**config.mk**
```make
export PLATFORM = sky130hd
export DESIGN_NAME = game_ctrl
export DESIGN_NICKNAME = d
export VERILOG_FILES = /design/src/rtl/game_ctrl.sv
export SDC_FILE = /design/constraint.sdc
export NUM_CORES = 1
export LEC_CHECK = 0
export CAP_MARGIN = 0
export CORE_MARGIN = 2
export CORE_UTILIZATION = 42
export DETAILED_ROUTE_END_ITERATION = 10
export PLACE_DENSITY_LB_ADDON = 0.12
export SLEW_MARGIN = 5
export SYNTH_ARGS = -nofsm -noshare
export SYNTH_HDL_FRONTEND = slang
export SYNTH_SLANG_ARGS = --single-unit
```
**constraint.sdc**
```tcl
create_clock -name clk -period 4.55 [get_ports clk]
set_clock_uncertainty 0.15 [all_clocks]
set_input_delay 0.455 -clock clk [delete_from_list [all_inputs] [get_ports clk]]
set_output_delay 0.455 -clock clk [all_outputs]
set_load 0.05 [all_outputs]
```
**src/rtl/game_ctrl.sv**
```systemverilog
// Game-flow controller: IDLE/PLAY/DYING/OVER FSM, flap edge detect, BCD pipe-pass scoring.
// Define GAME_CTRL_HIGH_SCORE_EN to add the best_bcd high-score port and register.
module game_ctrl #(
  parameter int PIPE_W     = 80,
  parameter int DIE_FRAMES = 60
) (
  input  logic        clk,
  input  logic        rst_n,
  input  logic        frame_tick,
  input  logic        btn_flap,
  input  logic        collision,
  input  logic [11:0] bird_x,
  input  logic [11:0] pipe1_x,
  input  logic [11:0] pipe2_x,
  output logic [1:0]  state,
  output logic        game_run,
  output logic        flap_pulse,
  output logic [11:0] score_bcd
`ifdef GAME_CTRL_HIGH_SCORE_EN
  ,
  output logic [11:0] best_bcd
`endif
);

  typedef enum logic [1:0] {
    IDLE  = 2'd0,
    PLAY  = 2'd1,
    DYING = 2'd2,
    OVER  = 2'd3
  } state_e;

  localparam int               CNT_W    = $clog2(DIE_FRAMES + 1);
  localparam logic [CNT_W-1:0] DIE_LAST = CNT_W'(DIE_FRAMES - 1);
  localparam logic [12:0]      PIPE_W13 = 13'(PIPE_W);

  state_e           state_q;
  state_e           state_d;
  logic             btn_q;
  logic             rise;
  logic             passed1;
  logic             passed2;
  logic [CNT_W-1:0] die_cnt;
  logic             pass1;
  logic             pass2;
  logic             new1;
  logic             new2;
  logic             resp1;
  logic             resp2;
  logic [11:0]      score_inc1;
  logic [11:0]      score_inc2;

  // One-step BCD increment with digit carry; 999 is sticky.
  function automatic logic [11:0] bcd_inc(input logic [11:0] v);
    logic [11:0] r;
    r = v;
    if (v != 12'h999) begin
      if (v[3:0] != 4'd9) begin
        r[3:0] = v[3:0] + 4'd1;
      end else begin
        r[3:0] = 4'd0;
        if (v[7:4] != 4'd9) begin
          r[7:4] = v[7:4] + 4'd1;
        end else begin
          r[7:4]  = 4'd0;
          r[11:8] = v[11:8] + 4'd1;
        end
      end
    end
    return r;
  endfunction

  assign rise = btn_flap & ~btn_q;

  // Widened to 13 bits so a pipe near the right edge cannot wrap into a pass.
  assign pass1 = ({1'b0, pipe1_x} + PIPE_W13) < {1'b0, bird_x};
  assign pass2 = ({1'b0, pipe2_x} + PIPE_W13) < {1'b0, bird_x};
  assign resp1 = pipe1_x >= bird_x;
  assign resp2 = pipe2_x >= bird_x;
  assign new1  = pass1 & ~passed1;
  assign new2  = pass2 & ~passed2;

  assign score_inc1 = bcd_inc(score_bcd);
  assign score_inc2 = bcd_inc(score_inc1);

  always_comb begin
    // NOTE: default assignment first so every path drives state_d and no latch is inferred.
    state_d = state_q;
    unique case (state_q)
      IDLE:  if (rise) state_d = PLAY;
      PLAY:  if (collision) state_d = DYING;
      DYING: if (frame_tick && die_cnt == DIE_LAST) state_d = OVER;
      OVER:  if (rise) state_d = IDLE;
    endcase
  end

  always_ff @(posedge clk or negedge rst_n) begin
    if (!rst_n) begin
      state_q    <= IDLE;
      btn_q      <= 1'b0;
      game_run   <= 1'b0;
      flap_pulse <= 1'b0;
      score_bcd  <= 12'h000;
      passed1    <= 1'b0;
      passed2    <= 1'b0;
      die_cnt    <= '0;
`ifdef GAME_CTRL_HIGH_SCORE_EN
      best_bcd   <= 12'h000;
`endif
    end else begin
      // NOTE: non-blocking everywhere here so every register sees pre-edge values.
      btn_q      <= btn_flap;
      state_q    <= state_d;
      game_run   <= (state_d == PLAY);
      flap_pulse <= rise && (state_q == IDLE || state_q == PLAY);

      unique case (state_q)
        IDLE: begin
          if (rise) begin
            score_bcd <= 12'h000;
            passed1   <= 1'b0;
            passed2   <= 1'b0;
          end
        end
        PLAY: begin
          // Collision takes priority over any scoring on the same cycle.
          if (collision) begin
            die_cnt <= '0;
          end else if (frame_tick) begin
            if (new1)       passed1 <= 1'b1;
            else if (resp1) passed1 <= 1'b0;
            if (new2)       passed2 <= 1'b1;
            else if (resp2) passed2 <= 1'b0;
            if (new1 && new2)      score_bcd <= score_inc2;
            else if (new1 || new2) score_bcd <= score_inc1;
          end
        end
        DYING: begin
          if (frame_tick) die_cnt <= die_cnt + CNT_W'(1);
        end
        OVER: begin
        end
      endcase

`ifdef GAME_CTRL_HIGH_SCORE_EN
      // BCD digits compare correctly as plain unsigned values.
      if (state_q == DYING && state_d == OVER && score_bcd > best_bcd)
        best_bcd <= score_bcd;
`endif
    end
  end

  assign state = state_q;

endmodule

```
==> impl_metrics.py <==
metrics = {
    "outcome": {
        "run_status": "complete, no violations",
    },
    "critical_path": {
        "worst_setup_path_end_kind": "flip-flop",
        "worst-endpoint-arrival_ns": 4.12,
        "setup.reg_to_reg.worst_slack_ns": 1.05,
        "slowest_delay_ns": 0.53,
        "worstPathCellList": "clkdlybuf4s50_1 > ha_1 > o2111ai_1 > xnor2_1 > ha_1 > a21o_1 > a211o_1 > a211o_1 > a311oi_4 > nand2_2 > or4_1 > a211o_1 > mux2i_1",
        "crit_path_frequent_cell": "sky130_fd_sc_hd__a211o_1",
        "critical_path_required_ns": 4.61,
        "crit_path_launch_type": "primary input",
        "worstSetupPathType": "in2reg",
        "critical_path.max_fanout": 6,
        "crit_path_slowest_cell": "sky130_fd_sc_hd__or4_1",
    },
    "clock_tree": {
        "cts_tree": "yes",
        "cts_made_buffers": 3,
        "clock_pin_slew_reported_for_the_worst_setup_and_hold_paths_after_clock_tree_synthesis_ns": 0.10,
        "cts.path.max_buffers": 2,
        "postCtsSetupRepairBufs": 0,
        "cts_repair_resize_count": 0,
        "clock_latency_ns": 0.28,
        "clock_tree.root_cell": "sky130_fd_sc_hd__clkbuf_8",
        "clock_sink_count": 25,
        "cts_h_tree_depth": 1,
        "count_of_hold_fix_buffers_inserted_at_cts": 0,
    },
    "global_routing": {
        "grt_antenna_before_repair": 0,
        "grt_first_pass_wirelength_mm": 12.24,
        "globalRoute.totalOverflow": 0,
        "grt_util_all_layers": 0.1923,
        "grt_start_max_net_pins": 26,
        "number_of_global_route_vias_before_repair": 2757,
    },
    "sta": {
        "totalNegativeSetupSlack_ns": 0,
        "final_critical_path_setup_slack_ns": 0.4851,
        "fmax_mhz": 246.0,
        "finalSetupViolCount": 0,
        "worst_slew_margin_rel": 0.6668,
        "layout_worst_path_cycle_share": 0.8934,
        "drv_slew": 0,
        "finalCriticalPeriod_ns": 4.065,
        "worst_tran_pin_value_ns": 0.4983,
        "final-hold-violation-count": 0,
        "rsz_0062_raised_after_global_routing": "false",
    },
    "floorplanning": {
        "placeableCoreArea_sq_um": 6832,
        "start_util": 0.4355,
        "dieHeight_microns": 88.17,
        "die_w_microns": 88.17,
        "total_number_of_placement_rows": 30,
        "dieArea_sq_um": 7773,
        "design.portCount": 57,
    },
    "power_and_ir_drop": {
        "p_leak_nw": 1.605,
        "totalPowerFinal_mw": 1.034,
        "worst_ir_drop_vdd_mv": 0.09614,
        "power_density_nw_per_um2": 279.6,
    },
    "final_layout": {
        "drive_above_1_share": 0.04556,
        "areaGrowthSynthToFinish_pct": 24.31,
        "diodes": 0,
        "most-common-layout-cells": "sky130_fd_sc_hd__clkdlybuf4s50_1 (56), sky130_fd_sc_hd__ha_1 (51), sky130_fd_sc_hd__nand2_1 (32), sky130_fd_sc_hd__a21oi_1 (26), sky130_fd_sc_hd__nor2_1 (26)",
        "finalInstanceArea_sq_um": 3699,
        "final_common_cell": "sky130_fd_sc_hd__clkdlybuf4s50_1",
        "final_net_count": 510,
        "final_core_utilization": 0.5414,
    },
    "synth": {
        "postSynthAreaPerCell_sq_um": 8.288,
        "syn_area_sq_um": 2975,
        "synth-warning-count": 0,
        "synth_async_sr_flop_share": 1.000,
        "synth_enable_flop_cells": 0,
        "xor_xnor_fraction_of_synth_area": 0.06476,
        "synth_top_family_by_area": "simple AND/OR/NAND/NOR gates",
        "fraction_of_the_mapped_netlist_area_in_compound_gates": 0.2183,
        "post_synth_fa_ha_maj_area_fraction": 0.2145,
        "cell_count_after_synthesis": 359,
        "ys_seq_elements": 25,
        "post_synth_and_or_nand_nor_area_fraction": 0.2296,
        "yosys.cell_types.count": 56,
        "ys_seq_area_frac": 0.2103,
        "syn_nets": 451,
        "dominantRegCellSynth": "sky130_fd_sc_hd__dfrtp_1",
        "synth_mux_area_frac": 0.01850,
    },
    "route": {
        "dr_wl_met3_microns": 299,
        "residual_drc_count": 0,
        "drt_iter0_drc": 142,
        "post_drt_via_cell_ratio": 5.530,
        "wl_met1_mm": 3.330,
        "drt_first_pass_iters": 5,
        "vias": 2837,
        "drt-total-wl_mm": 7.016,
        "highest_layer": "met4",
        "wirelength_per_cell_microns": 13.68,
        "drtAntennaViolNets": 0,
        "met2RoutedLength_mm": 3.244,
    },
    "placement": {
        "dp_hpwl_mm": 5.674,
        "dpl-instance-area_sq_um": 3649,
        "globalplace.congestion": 0.8680,
        "detailedPlace.worstSlack_ns": 0.2414,
        "portBuffers": 56,
    },
    "flow_run": {
        "cap_violations": 0,
    },
    "hold_path": {
        "hp-class": "in2async",
    },
}
## per-stage QoR
stage	instances	hold WS (ns)
floorplan	359	0.009409
CTS	513	0.3981
global placement	509	0.3678
detailed placement	509	0.3800
global route	513	0.4189
finish	513	0.3837
## sequential cells by signal, indices dropped and copies added, names as in the netlist
register,count
flap_pulse,1
btn_q,1
score_bcd,12
die_cnt,6
passed2,1
state,2
passed1,1
game_run,1
## path summary, 6_finish.rpt
check,from,endpoint,cells after the start
min reg2reg,die_cnt[0],die_cnt[0],1
max reg2reg,score_bcd[0],score_bcd[1],12
min,rst_n,die_cnt[4],2
max,pipe1_x[4],score_bcd[11],13
min in group clk,die_cnt[0],die_cnt[0],1
max in group asynchronous,rst_n,score_bcd[3],2
## critical path: cells and delay by family
family	cells	cell delay [ns]
compound gates	6	1.69
mux	1	0.12
simple gates	2	0.65
buf+inv	1	0.49
fa+ha+maj	2	0.55
xor+xnor	1	0.16
## cell type report
| cell class | instances | area, sq um |
|---|---|---|
| timing repair buffer | 60 | 590.6 |
| inverter | 25 | 93.84 |
| multi-input combinational | 303 | 2218 |
| clock inverter | 1 | 8.758 |
| sequential | 25 | 625.6 |
| fill | 650 | 3133 |
| clock buffer | 3 | 41.29 |
| tap | 96 | 120.1 |
## layer usage
metal,vias up,GRT usage
met5,-,0
met4,0,0.05923
met3,11,0.01320
met2,92,0.3295
met1,1299,0.2586
li1,1435,-
## synthesized netlist by cell type (all sizes together), types with 2 or more instances
library cell / count / share of area
a211o: 5 / 0.015
a21o: 4 / 0.010
a21oi: 26 / 0.044
a22o: 5 / 0.015
a22oi: 2 / 0.0050
a31oi: 4 / 0.0084
a32o: 3 / 0.010
and3b: 3 / 0.0088
and4: 2 / 0.0059
buf: 3 / 0.0088
clkbuf: 3 / 0.0038
dfrtp: 25 / 0.21
ha: 51 / 0.21
inv: 25 / 0.032
mux2i: 4 / 0.015
nand2: 34 / 0.045
nand2b: 5 / 0.011
nand3: 20 / 0.034
nand3b: 5 / 0.013
nand4: 2 / 0.0042
nand4b: 2 / 0.011
nor2: 26 / 0.033
nor2b: 8 / 0.017
nor3: 8 / 0.017
nor3b: 3 / 0.0076
o2111ai: 4 / 0.012
o211ai: 4 / 0.012
o21ai: 25 / 0.042
o22ai: 4 / 0.0084
or3: 2 / 0.0042
or4: 3 / 0.0076
xnor2: 14 / 0.041
xor2: 8 / 0.024
## kinds of logic (layout without fill, tap and decap cells)
| kind of cell | count (synthesis) | in the layout |
|---|---|---|
| and+or+nand+nor | 128 | 128 |
| muxes | 5 | 5 |
| AOI/OAI and AO/OA | 97 | 97 |
| xor gates and xnor gates | 22 | 22 |
| DFF | 25 | 25 |
| adders and majority gates | 51 | 51 |
| buffers and inverters | 31 | 89 |
## where the power goes
part	switching [mW]	internal [mW]
combinational	0.320	0.231
sequential	0.0729	0.268
clock	0.0786	0.0643
total	0.471	0.563
No activity file was read; power rests on OpenSTA's default activity.
==> patch 1, RTL diff (same settings) <==
Register the inputs `frame_tick`, `btn_flap`, `collision`, `bird_x`, `pipe1_x` and `pipe2_x` before use. The logic sees them one clock later.
--- a/src/rtl/game_ctrl.sv
+++ b/src/rtl/game_ctrl.sv
@@ -34,2 +34,18 @@
   localparam logic [12:0]      PIPE_W13 = 13'(PIPE_W);
+
+  logic frame_tick_q;
+  logic btn_flap_q;
+  logic collision_q;
+  logic [11:0] bird_x_q;
+  logic [11:0] pipe1_x_q;
+  logic [11:0] pipe2_x_q;
+
+  always_ff @(posedge clk) begin
+    frame_tick_q <= frame_tick;
+    btn_flap_q   <= btn_flap;
+    collision_q  <= collision;
+    bird_x_q     <= bird_x;
+    pipe1_x_q    <= pipe1_x;
+    pipe2_x_q    <= pipe2_x;
+  end
 
@@ -71,9 +87,9 @@
 
-  assign rise = btn_flap & ~btn_q;
+  assign rise = btn_flap_q & ~btn_q;
 
   // Widened to 13 bits so a pipe near the right edge cannot wrap into a pass.
-  assign pass1 = ({1'b0, pipe1_x} + PIPE_W13) < {1'b0, bird_x};
-  assign pass2 = ({1'b0, pipe2_x} + PIPE_W13) < {1'b0, bird_x};
-  assign resp1 = pipe1_x >= bird_x;
-  assign resp2 = pipe2_x >= bird_x;
+  assign pass1 = ({1'b0, pipe1_x_q} + PIPE_W13) < {1'b0, bird_x_q};
+  assign pass2 = ({1'b0, pipe2_x_q} + PIPE_W13) < {1'b0, bird_x_q};
+  assign resp1 = pipe1_x_q >= bird_x_q;
+  assign resp2 = pipe2_x_q >= bird_x_q;
   assign new1  = pass1 & ~passed1;
@@ -89,4 +105,4 @@
       IDLE:  if (rise) state_d = PLAY;
-      PLAY:  if (collision) state_d = DYING;
-      DYING: if (frame_tick && die_cnt == DIE_LAST) state_d = OVER;
+      PLAY:  if (collision_q) state_d = DYING;
+      DYING: if (frame_tick_q && die_cnt == DIE_LAST) state_d = OVER;
       OVER:  if (rise) state_d = IDLE;
@@ -110,3 +126,3 @@
       // NOTE: non-blocking everywhere here so every register sees pre-edge values.
-      btn_q      <= btn_flap;
+      btn_q      <= btn_flap_q;
       state_q    <= state_d;
@@ -125,5 +141,5 @@
           // Collision takes priority over any scoring on the same cycle.
-          if (collision) begin
+          if (collision_q) begin
             die_cnt <= '0;
-          end else if (frame_tick) begin
+          end else if (frame_tick_q) begin
             if (new1)       passed1 <= 1'b1;
@@ -137,3 +153,3 @@
         DYING: begin
-          if (frame_tick) die_cnt <= die_cnt + CNT_W'(1);
+          if (frame_tick_q) die_cnt <= die_cnt + CNT_W'(1);
         end
Function: changed (Yosys sat finds a counterexample within 4 cycles, from zero or initial values and one cycle with rst_n low).
==> patch 1 against the unedited design <==
Total power rose by 89%. Cell area grew 29%. Setup slack improved by 0.36 ns. Routed wire length up 17%. Die area rose by 30%. Area after synthesis grew 31%. Sequential cell count up 39. Core utilization is 1.9 points lower. Critical endpoint is now score_bcd[1].
==> patch 1: results (changes against the unedited design) <==
DR vias/cell: 5.34 (-3.5%)
Overall Global Routing Usage: 0.178 (-0.0145)
number of buffers added by the clock tree synthesis step: 9 (+6)
via count of the first global-routing pass: 3074 (+11%)
maximum resistive drop on vdd: 0.178 mV (+85%)
dominant register cell in the synthesized netlist: sky130_fd_sc_hd__dfxtp_1
insertion delay of the later-clocked pin in the worst-skew pair: 0.34 ns (+0.06 ns)
average size of a mapped cell: 9.56 sq um (+15%)
dominant cells by area after synthesis: sky130_fd_sc_hd__dfxtp_1 (20%), sky130_fd_sc_hd__ha_1 (16%), sky130_fd_sc_hd__dfrtp_1 (16%), sky130_fd_sc_hd__a21oi_1 (3.7%), sky130_fd_sc_hd__xnor2_1 (3.6%)
Syn Nets: 500 (+11%)
largest fanout on the critical path: 16 (+10)
Switching Power: 749 uW (+59%)
Inst Count DP: 570 (+12%)
biggest cell delay along the critical path: 0.64 ns (+0.11 ns)
final estimated routing congestion in global placement: 0.882 (+1.6%)
DP Wirelength: 6.34 mm (+12%)
path type of the worst min-delay path: reg2reg
1st-iter DRT viols: 77 (-46%)
DR pass1 iterations: 4 (-1)
most instantiated cells after synthesis: sky130_fd_sc_hd__ha_1 (51), sky130_fd_sc_hd__dfxtp_1 (39), sky130_fd_sc_hd__nand2_1 (34), sky130_fd_sc_hd__a21oi_1 (29), sky130_fd_sc_hd__nor2_1 (28)
Routed Wire Length: 8.21 mm (+17%)
final std cells w/o fill: 586 (+14%)
Leak Pwr: 0.00206 uW (+28%)
proportion of layout cells with a drive suffix above 1: 0.0779 (+0.0323)
footprint of the flip-flops and latches: 0.00141 sq mm (+120%)
placed inst area: 0.00457 sq mm (+25%)
library cell contributing the largest single delay on the critical path: sky130_fd_sc_hd__dfrtp_1
status: completed
nets: 562 (+10%)
Worst EP arrival: 3.82 ns (-0.30 ns)
Netlist cell types: 63 (+13%)
H-tree level count: 3 (+2)
sequential area share after synthesis: 0.361 (+0.150)
post-synthesis async set-or-reset flop share: 0.391 (-0.609)
[patch 1: cell types whose count changed after synthesis, moves of 5 or more]
| cell | change |
|---|---|
| sky130_fd_sc_hd__a22o_1 | -5 |
| sky130_fd_sc_hd__dfxtp_1 | +39 |
| sky130_fd_sc_hd__o21ai_0 | -9 |
| sky130_fd_sc_hd__nand3_1 | -8 |
[patch 1: cell families (layout without fill, tap and decap cells)]
logic type	after synthesis	after routing	share of synthesized area
simple gates	128	128	0.175
compound gates	100	100	0.184
flops	64	64	0.361
fa+ha+maj	51	51	0.164
buf+inv	32	99	0.0353
xor+xnor	23	23	0.0517
mux	10	10	0.0298
[patch 1: layout make-up]
| cell class | instances | share of cell area |
|---|---|---|
| Clock buffer | 13 | 0.0313 |
| Clock inverter | 3 | 0.00867 |
| Inverter | 25 | 0.0197 |
| Multi-Input combinational cell | 312 | 0.495 |
| Sequential cell | 64 | 0.295 |
| Tap cell | 111 | 0.0292 |
| Timing Repair Buffer | 58 | 0.121 |
[patch 1: through the flow]
stage | total power (uW) | setup slack (ns)
2_1_floorplan | 1270 | 1.26
3_3_place_gp | 1470 | 1.08
3_5_place_dp | 1490 | 0.883
4_1_cts | 1970 | 0.873
5_1_grt | 2090 | 0.471
6_report | 1950 | 0.847
[patch 1: worst max-delay path: cells and delay by family, from the launching register on]
kind / cells / cell delay [ns]
compound gates: 4 / 0.74
flops: 1 / 0.64
mux: 1 / 0.37
buf+inv: 1 / 0.09
simple gates: 5 / 1.06
fa+ha+maj: 2 / 0.57
[patch 1: path summary, 6_finish.rpt]
check	startpoint	to	slack, ns	depth (start not counted)
max	score_bcd[0]	score_bcd[1]	0.85	13
min	btn_flap_q	btn_q	0.21	0
max reg2reg	score_bcd[0]	score_bcd[1]	0.85	13
min reg2reg	btn_flap_q	btn_q	0.21	0
max in group asynchronous	rst_n	score_bcd[8]	3.67	2
min in group asynchronous	rst_n	die_cnt[3]	0.33	2
[patch 1: power groups by stage]
stage / Clock [uW] / Combinational, uW / Sequential (uW)
6_report: 483 / 712 / 760
5_1_grt: 526 / 784 / 780
4_1_cts: 497 / 717 / 760
3_5_place_dp: 0 / 714 / 772
3_3_place_gp: 0 / 704 / 769
2_1_floorplan: 0 / 437 / 832
[patch 1: layer usage]
| layer | up-vias | GRT usage | routed length (microns) |
|---|---|---|---|
| met5 | - | 0 | 0 |
| met4 | 0 | 0.0769 | 147 |
| met3 | 15 | 0.0327 | 303 |
| met2 | 70 | 0.289 | 3910 |
| met1 | 1436 | 0.231 | 3840 |
| li1 | 1607 | - | - |
==> patch 2, RTL diff (same settings) <==
Made on the original files. `DIE_FRAMES`: 60 -> 90.
--- a/src/rtl/game_ctrl.sv
+++ b/src/rtl/game_ctrl.sv
@@ -4,3 +4,3 @@
   parameter int PIPE_W     = 80,
-  parameter int DIE_FRAMES = 60
+  parameter int DIE_FRAMES = 90
 ) (
Formal check against the unedited RTL: same outputs for any inputs over 4 cycles, from zero or initial values and one cycle with rst_n low; that may be too few to reach the edited logic, so the function may still have changed.
==> patch 2 against the unedited design <==
Setup slack gained 0.20 ns. Register-to-register slack lost 0.19 ns. Cell area grew 4.6%. Total power grew 9.4%. Routed wire length grew 7.4%. Critical path depth shrank 2. Area after synthesis grew 5.5%. Sequential cell count grew 1. Critical path type unchanged. Largest power group unchanged.
==> patch 2: results (changes against the unedited design) <==
Inst Count DP: 520 (+2.2%)
dominant cells by area after synthesis: sky130_fd_sc_hd__dfrtp_1 (21%), sky130_fd_sc_hd__ha_1 (21%), sky130_fd_sc_hd__a21oi_1 (4.5%), sky130_fd_sc_hd__nand2_1 (4.1%), sky130_fd_sc_hd__xnor2_1 (3.3%)
number of buffers added by the clock tree synthesis step: 3 (unchanged)
placed inst area: 0.00380 sq mm (+4.1%)
total met3 wirelength after detailed routing: 271 microns (-9.4%)
total routed wire length on the met1 layer: 3.67 mm (+10%)
final estimated routing congestion in global placement: 0.908 (+4.6%)
total number of vias: 2921 (+3.0%)
proportion of layout cells with a drive suffix above 1: 0.0518 (+0.00620)
worst hold-check slack: 0.383 ns (-0.000379 ns)
average size of a mapped cell: 8.46 sq um (+2.1%)
worst setup path endpoint: score_bcd[6]
antenna violations before repair: 0 (unchanged)
Routed Wire Length: 7.54 mm (+7.4%)
share of the synthesized area in the top cell type: 0.207 (-0.00721)
filler instances: 714 (+9.8%)
DR pass1 iterations: 4 (-1)
Post-CTS Resized: 0 (unchanged)
worst-margin pin slew: 0.781 ns (+0.283 ns)
1st-iter DRT viols: 81 (-43%)
path type of the worst min-delay path: in2async
sequential area share after synthesis: 0.207 (-0.00301)
final core utilization: 0.534 (-0.00784)
biggest cell delay along the critical path: 0.62 ns (+0.09 ns)
wire length per cell: 14.4 microns (+5.2%)
DP Wirelength: 6.12 mm (+7.9%)
largest net degree at the start of global routing: 27 (+3.8%)
flip-flop count of the largest register, all copies and words added: 12 (unchanged)
topmost layer with routed signal wires: met4
met2 routed wirelength: 3.52 mm (+8.4%)
Leak Pwr: 0.00173 uW (+7.8%)
Overall Global Routing Usage: 0.195 (+0.00272)
Netlist cell types: 59 (+5.4%)
most instantiated cells after synthesis: sky130_fd_sc_hd__ha_1 (52), sky130_fd_sc_hd__nand2_1 (34), sky130_fd_sc_hd__a21oi_1 (28), sky130_fd_sc_hd__dfrtp_1 (26), sky130_fd_sc_hd__nor2_1 (24)
maximum resistive drop on vdd: 0.313 mV (+230%)
Syn Nets: 464 (+2.9%)
status: completed
insertion delay of the later-clocked pin in the worst-skew pair: 0.28 ns (about the same)
Register-to-Register Setup Slack: 0.86 ns (-0.19 ns)
minimum clock period: 3.86 ns (-0.201 ns)
worst-case setup slack after placement: 0.378 ns (+0.136 ns)
wire length of the first global-routing pass: 13.5 mm (+10%)
endpoint of the most critical register-to-register path: score_bcd[8]
[patch 2: cell types whose count changed after synthesis, moves of 5 or more]
cell                      before  now
sky130_fd_sc_hd__nand3_1      20   15
sky130_fd_sc_hd__buf_2         0    5
sky130_fd_sc_hd__nor3_1        6   15
sky130_fd_sc_hd__nand4_1       2    8
sky130_fd_sc_hd__o21ai_0      25   20
sky130_fd_sc_hd__a211o_1       5    0
[patch 2: where the power goes]
part | leakage (uW) | switching [uW] | internal [uW]
registers | 0.000348 | 75.4 | 276
clock network | 0.0000357 | 81.8 | 118
logic | 0.00135 | 333 | 247
[patch 2: logic make-up (layout without fill, tap and decap cells)]
group | Yosys count | after routing | synth area share
fa+ha+maj | 52 | 52 | 0.207
flops | 26 | 26 | 0.207
compound gates | 91 | 91 | 0.210
xor+xnor | 23 | 23 | 0.0642
simple gates | 142 | 142 | 0.249
buf+inv | 30 | 84 | 0.0391
mux | 7 | 7 | 0.0231
[patch 2: layout make-up]
class | instances | share of cell area
tap | 99 | 0.0320
sequential | 26 | 0.168
timing repair buffer | 58 | 0.149
clock inverter | 1 | 0.00776
multi-input combinational | 315 | 0.611
clock buffer | 3 | 0.0107
inverter | 22 | 0.0213
[patch 2: worst min path at each step]
stage             from      endpoint
3_3_place_gp   passed2       passed2
6_report         rst_n  score_bcd[2]
4_1_cts        passed2       passed2
3_5_place_dp   passed2       passed2
5_1_grt          rst_n  score_bcd[2]
2_1_floorplan    rst_n         btn_q
[patch 2: per-layer routing]
layer  track usage  vias up
met3        0.0292       10
met2         0.329       62
met4        0.0397        0
li1              -     1479
met5             0        -
met1         0.266     1370
